## config.mk

```make
export PLATFORM = sky130hd
export DESIGN_NAME = lsu_bus_if
export DESIGN_NICKNAME = d
export VERILOG_FILES = /design/src/rtl/lsu_bus_if_pkg.sv /design/src/rtl/lsu_align.sv /design/src/rtl/lsu_bus_if.sv
export SDC_FILE = /design/constraint.sdc
export NUM_CORES = 1
export LEC_CHECK = 0
export ABC_CLOCK_PERIOD_IN_PS = 2400
export CORE_AREA = 2 2 118 109
export DETAILED_ROUTE_END_ITERATION = 8
export DIE_AREA = 0 0 120 111
export HOLD_SLACK_MARGIN = 0.15
export PLACE_DENSITY = 0.75
export RECOVER_POWER = 25
export SYNTH_ARGS = -nofsm -noshare
export SYNTH_HDL_FRONTEND = slang
export SYNTH_SLANG_ARGS = --single-unit
```

## constraint.sdc

```tcl
create_clock -name clk -period 2.4 [get_ports clk]
set_clock_uncertainty 0.2 [all_clocks]
set_input_delay 0.48 -clock clk [delete_from_list [all_inputs] [get_ports clk]]
set_output_delay 0.48 -clock clk [all_outputs]
set_load 0.005 [all_outputs]
```

## src/rtl/lsu_bus_if_pkg.sv

```systemverilog
// Shared RV32I load/store definitions: funct3 width codes and LSU bus FSM states.
package lsu_bus_if_pkg;

  localparam int unsigned F3_W = 3;

  localparam logic [F3_W-1:0] F3_B  = 3'b000;
  localparam logic [F3_W-1:0] F3_H  = 3'b001;
  localparam logic [F3_W-1:0] F3_W32 = 3'b010;
  localparam logic [F3_W-1:0] F3_BU = 3'b100;
  localparam logic [F3_W-1:0] F3_HU = 3'b101;

  typedef enum logic [1:0] {
    ST_IDLE   = 2'd0,
    ST_ACCESS = 2'd1,
    ST_WAIT   = 2'd2,
    ST_DONE   = 2'd3
  } lsu_state_e;

endpackage

```

## src/rtl/lsu_align.sv

```systemverilog
// Combinational lane logic: legality check, byte enables, store replication, load shift.
module lsu_align
  import lsu_bus_if_pkg::*;
#(
  parameter int unsigned XLEN  = 32,
  parameter int unsigned BYTES = XLEN / 8
) (
  input  logic             mem_write,
  input  logic [F3_W-1:0]  funct3,
  input  logic [1:0]       addr_lo,
  input  logic [XLEN-1:0]  wdata,
  input  logic [1:0]       roff,
  input  logic [XLEN-1:0]  rdata_raw,
  output logic             legal,
  output logic [BYTES-1:0] be,
  output logic [XLEN-1:0]  wdata_lane,
  output logic [XLEN-1:0]  rdata_shift
);

  always_comb begin
    legal      = 1'b0;
    be         = '1;
    wdata_lane = wdata;
    if (mem_write) begin
      case (funct3)
        F3_B: begin
          legal      = 1'b1;
          be         = BYTES'(1) << addr_lo;
          wdata_lane = {BYTES{wdata[7:0]}};
        end
        F3_H: begin
          legal      = ~addr_lo[0];
          be         = BYTES'(3) << addr_lo;
          wdata_lane = {(BYTES/2){wdata[15:0]}};
        end
        F3_W32:  legal = (addr_lo == 2'b00);
        default: legal = 1'b0;
      endcase
    end else begin
      case (funct3)
        F3_B, F3_BU: legal = 1'b1;
        F3_H, F3_HU: legal = ~addr_lo[0];
        F3_W32:      legal = (addr_lo == 2'b00);
        default:     legal = 1'b0;
      endcase
    end
  end

  // Addressed byte lands in bits 7:0; extension happens downstream.
  assign rdata_shift = rdata_raw >> {roff, 3'b000};

endmodule

```

## src/rtl/lsu_bus_if.sv

```systemverilog
// Load/store unit to single-beat memory bus bridge with pipeline stall handshake.
module lsu_bus_if
  import lsu_bus_if_pkg::*;
#(
  parameter int unsigned XLEN  = 32,
  parameter int unsigned BYTES = XLEN / 8
) (
  input  logic             clk,
  input  logic             rst_n,
  input  logic             memReq,
  input  logic             memWrite,
  input  logic [F3_W-1:0]  funct3,
  input  logic [XLEN-1:0]  addr,
  input  logic [XLEN-1:0]  wData,
  output logic             stall,
  output logic             done,
  output logic             fault,
  output logic [XLEN-1:0]  rData,
  output logic             busReq,
  output logic             busWe,
  output logic [XLEN-1:0]  busAddr,
  output logic [BYTES-1:0] busBe,
  output logic [XLEN-1:0]  busWData,
  input  logic             busGnt,
  input  logic             busRValid,
  input  logic [XLEN-1:0]  busRData
);

  localparam int unsigned OFF_W = 2;

  lsu_state_e       state_q, state_d;
  logic             accept;
  logic             legal;
  logic [BYTES-1:0] be_c;
  logic [XLEN-1:0]  wlane_c;
  logic [XLEN-1:0]  rshift_c;
  logic [OFF_W-1:0] roff_q;

  lsu_align #(.XLEN(XLEN), .BYTES(BYTES)) u_align (
    .mem_write   (memWrite),
    .funct3      (funct3),
    .addr_lo     (addr[OFF_W-1:0]),
    .wdata       (wData),
    .roff        (roff_q),
    .rdata_raw   (busRData),
    .legal       (legal),
    .be          (be_c),
    .wdata_lane  (wlane_c),
    .rdata_shift (rshift_c)
  );

  // Next state plus the two combinational handshake outputs.
  always_comb begin
    state_d = state_q;
    accept  = 1'b0;
    stall   = 1'b0;
    fault   = 1'b0;
    case (state_q)
      ST_IDLE: begin
        if (memReq && legal) begin
          accept  = 1'b1;
          state_d = ST_ACCESS;
        end
      end
      ST_ACCESS: if (busGnt) state_d = busWe ? ST_DONE : ST_WAIT;
      ST_WAIT:   if (busRValid) state_d = ST_DONE;
      ST_DONE:   state_d = ST_IDLE;
      default:   state_d = ST_IDLE;
    endcase
    stall = rst_n && (accept || (state_q == ST_ACCESS) || (state_q == ST_WAIT));
    fault = rst_n && (state_q == ST_IDLE) && memReq && !legal;
  end

  // State, registered bus fields and load result.
  always_ff @(posedge clk) begin
    if (!rst_n) begin
      state_q  <= ST_IDLE;
      done     <= 1'b0;
      busReq   <= 1'b0;
      busWe    <= 1'b0;
      busAddr  <= '0;
      busBe    <= '0;
      busWData <= '0;
      roff_q   <= '0;
      rData    <= '0;
    end else begin
      state_q <= state_d;
      done    <= (state_d == ST_DONE);
      busReq  <= (state_d == ST_ACCESS);
      if (accept) begin
        busWe    <= memWrite;
        busAddr  <= {addr[XLEN-1:OFF_W], OFF_W'(0)};
        busBe    <= be_c;
        busWData <= wlane_c;
        roff_q   <= addr[OFF_W-1:0];
      end else if ((state_q == ST_ACCESS) && busGnt) begin
        busWe    <= 1'b0;
        busAddr  <= '0;
        busBe    <= '0;
        busWData <= '0;
      end
      if ((state_q == ST_WAIT) && busRValid) rData <= rshift_c;
    end
  end

endmodule

```

**Word level (Yosys, flattened, before mapping)**

Index checks and enable logic that the tools add are counted.

- Order comparisons: 0
- Reductions and logical operators: 16
- Shift-type cells: 3
- Eq/ne operators: 9
- $add $sub $neg: 0
- Bitwise gates (word level): 1
- Mux-type cells: 22
- Divide/modulo/power cells: 0
- $mul: 0

Operators by type and width:

| kind | count |
|---|---|
| 32-bit two-way mux | 5 |
| 32-bit case mux with 2 select lines | 1 |
| 32-bit by 5-bit >> shifter with 32-bit output | 1 |
| 4-bit two-way mux | 3 |
| 2-bit case mux with 4 select lines | 1 |
| 4-bit case mux with 2 select lines | 1 |
| 1-bit logical AND | 7 |
| 2-bit equality test (second input constant) | 3 |
| 3-bit equality test (second input constant) | 2 |
| 1-bit two-way mux | 6 |
| 2-bit two-way mux | 3 |
| 1-bit case mux with 3 select lines | 2 |
| 2-bit by 1-bit equality test with 1-bit output (second input constant) | 2 |
| 2-bit logical NOT | 2 |
| 2-bit OR reduction | 2 |
| 1-bit by 2-bit left shift with 4-bit output (first input constant) | 1 |
| 2-bit by 2-bit left shift with 4-bit output (first input constant) | 1 |
| 3-bit by 1-bit equality test with 1-bit output (second input constant) | 1 |
| 3-bit by 2-bit equality test with 1-bit output (second input constant) | 1 |
| 3-bit logical NOT | 1 |
| 1-bit logical OR | 2 |
| 2-bit nonzero test | 1 |
| 1-bit logical NOT | 1 |
| 1-bit inverter | 1 |

- Output and inout port bits: 105
- Bits in writable memories: 0
- Memories kept: 0
- Bits in read-only memories: 0
- Register bits after elaboration: 105
- Bits in latches: 0
- Bits of input ports: 105
- Logic and storage cells: 60

**Logic depth before layout (Yosys ltp)**

Gate-level depths: netlist of the first run.

- Depth in word-level cells: 10
- Depth in mapped cells: 7
- Gate-level depth less buffers: 4

**By module**

A second synthesis of the first run with hierarchy kept.

- Cell total of the unflattened synthesis: 442
- Area total of the unflattened synthesis: 4539.4 um^2

By module, submodules not included:

| module | instances | area an instance (um^2) | seq. area each (um^2) | cells each |
|---|---|---|---|---|
| lsu_bus_if | 1 | 3498.4 | 2102.0 | 321 |
| lsu_align | 1 | 1041.0 | 0.0 | 121 |

**Least setup slack after synthesis of the first run**

No wires, ideal clock.

- Kind: input -> output
- Start point: input addr[0]
- End point: output stall
- Required time: 1.720 ns
- Path buffers: 2
- Slack: -0.290 ns
- Cell stages on the path: 5
- Arrival time: 2.010 ns
- Path through: buf_2 > or4_4 > a2111o_1 > clkbuf_1 > a21boi_0

- Longest elaborated chain between the ends: 9
- Elaborated cells on any way between the ends: 11
- Those cells by class: 5 x mux; 1 x bitwise; 5 x reduce/logical

Ends and longest elaborated chain:

| element | RTL line | source |
|---|---|---|
| start: declaration | lsu_bus_if.sv:13 | `input logic [XLEN-1:0] addr,` |
| 2-bit logical NOT / 1-bit inverter (equally long branches) | -- |  |
| 1-bit case mux with 3 select lines, on equally long branches | lsu_align.sv:40, lsu_align.sv:25 |  |
| 1-bit two-way mux (*) | lsu_align.sv:24 | `if (mem_write) begin` |
| 1-bit logical AND (*) | lsu_bus_if.sv:60 | `if (memReq && legal) begin` |
| 1-bit two-way mux (*) | lsu_bus_if.sv:60 |  |
| 1-bit two-way mux (*) | lsu_bus_if.sv:58 | `case (state_q)` |
| 1-bit logical OR (*) (2 in series) | lsu_bus_if.sv:70 | `stall = rst_n && (accept \|\| (state_q == ST_ACCESS) \|\| (state_q == ST_WAIT));` |
| 1-bit logical AND (*) | lsu_bus_if.sv:70 |  |
| end: declaration | lsu_bus_if.sv:15 | `output logic stall,` |

Mark *: on every way between the ends. The rest lies on a longest branch, timed or not.

**Worst setup path in the final report of the first run**

- Start point: input funct3[2]
- End point: output stall

- Longest elaborated chain between the ends: 10
- Elaborated cells on any way between the ends: 16
- Those cells by class: 4 x eq/ne; 5 x mux; 7 x reduce/logical

Ends and longest elaborated chain:

| element | RTL line | source |
|---|---|---|
| start: declaration | lsu_bus_if.sv:12 | `input logic [F3_W-1:0] funct3,` |
| 3-bit by 1-bit equality test with 1-bit output (tied with other cells) | lsu_align.sv:25, lsu_align.sv:40 |  |
| 2-bit OR reduction | lsu_align.sv:40 | `case (funct3)` |
| 1-bit case mux with 3 select lines | lsu_align.sv:40 |  |
| 1-bit two-way mux (*) | lsu_align.sv:24 |  |
| 1-bit logical AND (*) | lsu_bus_if.sv:60 |  |
| 1-bit two-way mux (*) | lsu_bus_if.sv:60 |  |
| 1-bit two-way mux (*) | lsu_bus_if.sv:58 |  |
| 1-bit logical OR (*) (2 in series) | lsu_bus_if.sv:70 |  |
| 1-bit logical AND (*) | lsu_bus_if.sv:70 |  |

Marks and branches as above.

==> results.toml, run 1 <==
[cts]
cts.reportedPaths.clkPinSlew_ps = 60
htree_num_levels = 3
cts.sink_count = 105
cts_tree = "done"
root_buffer = "clkbuf_16"
numCtsBuffers = 9
cts.path.max_buffers = 2
clk_latency_ps = 340
cts.hold.buffers_added = 0

[hold_path]
hp-class = "reg2reg"

[timing]
fmax_mhz = 402.8
setup_slack_ps = -82.88
rsz0062_at_grt = "yes"
final-hold-violation-count = 0
whs_ps = 260.9
finalSetupViolCount = 1
finalCriticalPeriod_ps = 2483
drv_slew = 0
tightestPinTransition_ps = 677.7
maxSlewHeadroom_pct = 54.82
finalCritPeriodShare_pct = 103.5

[cells_and_area]
instances_no_fill = 810
final_common_cell = "clkdlybuf4s50_1"
antennaDiodeCount = 0
post-route-util_pct = 57.25
syn_to_final_growth_pct = 60.67
nNetsFinal = 746
drive_gt1_share_pct = 10.06
final_cell_mix = "clkdlybuf4s50_1 (165), dfxtp_1 (105), a22o_1 (43), nand2_1 (41), mux2i_1 (41)"

[job]
cap_violations = 0

[die]
fp.dieH_um = 111
die-area_um2 = 13320
die_x_um = 120
boundaryPins = 210
rows = 39
initial_core_util_pct = 35.63
core-area_um2 = 12250

[grt]
grt_pass1_vias = 4103
grt_pass1_wl_um = 20680
grt-ovfl-total = 0
grtUsageTotal_pct = 19.43
grt_antenna_before_repair = 1
grt_max_degree = 42

[critical_path]
start_kind = "input pin"
cp.required_ps = 1720
crit_arrival_ps = 1800
cp_max_fo = 2
critPathKind = "in2out"
endpoint_kind = "output port"

[yosys]
synthCells = 431
netlist_area_um2 = 4364
synth_warnings = 0
synth.avg_cell_area_um2 = 10.13
ys_seq_area_share_pct = 48.17
ys_types = 35
ys_ff_latch = 105

[pwr]
power_uw = 3936
power-per-cell-area_nw_per_um2 = 561.3
vdd_drop_max_mv = 0.5030
total_leakage_power_uw = 0.002707

[detailed_routing]
drc_errors = 0
wl_um = 13170
dr.first_iter.drc_count = 185
wl_per_cell_um = 16.25
detail-route-antenna-nets = 0
detailroute.via_count = 4059
drt-pass1-iter-count = 4
viasPerCell = 5.011

[placed_design]
dp.cells = 792
place_ws_ps = -829.6
dp_hpwl_um = 9981
gp_congestion = 0.8289
io_buffers = 207

[outcome]
violations = "negative setup slack"
status = "finished, violations left"
-- report_power, final --
group | switching (uW) | internal [uW] | leakage, uW
Clock | 622 | 812 | 0.000133
Sequential | 41.2 | 1810 | 0.000852
Combinational | 253 | 395 | 0.00172
Total | 916 | 3020 | 0.00271
-- worst paths after layout --
kind	slack [ps]	from	depth (start not counted)	end
worst max register to register	500	state_q[0]	5	busAddr[20]
worst min register to register	260	rData[27]	2	rData[27]
worst min-delay path	260	rData[27]	2	rData[27]
worst max-delay path	-80	funct3[2]	5	stall
-- what timing repair did --
item	in CTS	in global routing
gates resized for setup	24	4
pin swaps	4	3
hold endpoints to repair	0	0
endpoints found under the setup margin	67	1
setup buffers	1	1
-- cell families (layout without fill, tap and decap cells) --
group / after synthesis / after routing / share of synthesized area (%)
muxes: 49 / 49 / 11.47
AOI/OAI and AO/OA: 137 / 137 / 24.91
other: 1 / 2 / 0.08593
and+or+nand+nor: 96 / 96 / 10.61
DFF: 105 / 105 / 48.17
buffers and inverters: 43 / 257 / 4.759
-- through the flow --
| step | TNS [ps] | area, um2 |
|---|---|---|
| 6_report | -82.88 | 7012 |
| 3_3_place_gp | -39690 | 6720 |
| 3_5_place_dp | -40310 | 6720 |
| 2_1_floorplan | -802.1 | 4395 |
| 4_1_cts | -118.1 | 6995 |
| 5_1_grt | -2953 | 7012 |
-- critical path: stages --
cell and delay (ps):
buf_6 90, or4_4 530, a2111o_1 410, a21boi_2 160, buf_2 130
-- registers in the layout, summed over array words and instances (netlist names) --
register  flops
busReq        1
busBe         4
rData        32
state_q       2
roff_q        2
busAddr      30
busWe         1
done          1
busWData     32
-- area by class of cell --
cell class                      instances  area [um2]
Timing Repair Buffer                  240        2328
Fill cell                            1065        5236
Clock inverter                          4       53.80
Inverter                                1       3.754
Multi-Input combinational cell        284        2082
Tap cell                              164       205.2
Sequential cell                       105        2102
Clock buffer                           12       236.5
-- per-layer routing --
metal	up-vias	share of wire (%)	global-route usage [%]	routed length (um)
met4	0	1.5	6.118	199
met2	108	51	33.98	6727
li1	2003	-	-	-
met5	-	0	0	0
met3	14	5.0	4.990	660
met1	1934	42	23.14	5577
-- synthesized netlist by cell type --
library cell  count  share of area (%)
mux2_2            8                2.1
or4_4             1               0.26
buf_2             4               0.46
clkbuf_1         28                2.4
conb_1            1              0.086
a211o_1           3               0.60
a21boi_0         21                3.6
a2111o_1          1               0.26
o21a_1            1               0.17
nand3b_1          1               0.17
o22ai_1           1               0.14
nor3b_1           2               0.34
inv_1             1              0.086
buf_1             3               0.26
nand4bb_1         1               0.26
and2_1            2               0.29
a21oi_1          12                1.4
o211ai_1         16                2.8
o211a_1           8                1.8
nand2b_1          2               0.29
a22o_1           43                8.6
a211oi_1          1               0.17
and3_1            1               0.14
buf_6             4                1.0
dfxtp_1         105                 48
o2bb2ai_1        21                4.2
nor3_1            8               0.92
mux2i_1          41                9.4
nand2_1          42                3.6
o21ai_0           8               0.92
a221o_1           1               0.23
nor2b_1          16                2.3
nor2_1            9               0.77
buf_4             3               0.52
nand3_1          11                1.3
No activity file was read; power rests on OpenSTA's default activity.
==> inputs of run 2 (changes only) <==
--- a/config.mk
+++ b/config.mk
@@ -12,6 +12,7 @@
 export HOLD_SLACK_MARGIN = 0.15
 export PLACE_DENSITY = 0.75
 export RECOVER_POWER = 25
+export SLEW_MARGIN = 0
 export SYNTH_ARGS = -nofsm -noshare
 export SYNTH_HDL_FRONTEND = slang
 export SYNTH_SLANG_ARGS = --single-unit
==> results of run 2 <==
Final layout, timing and power as in run 1 (identical DEF).
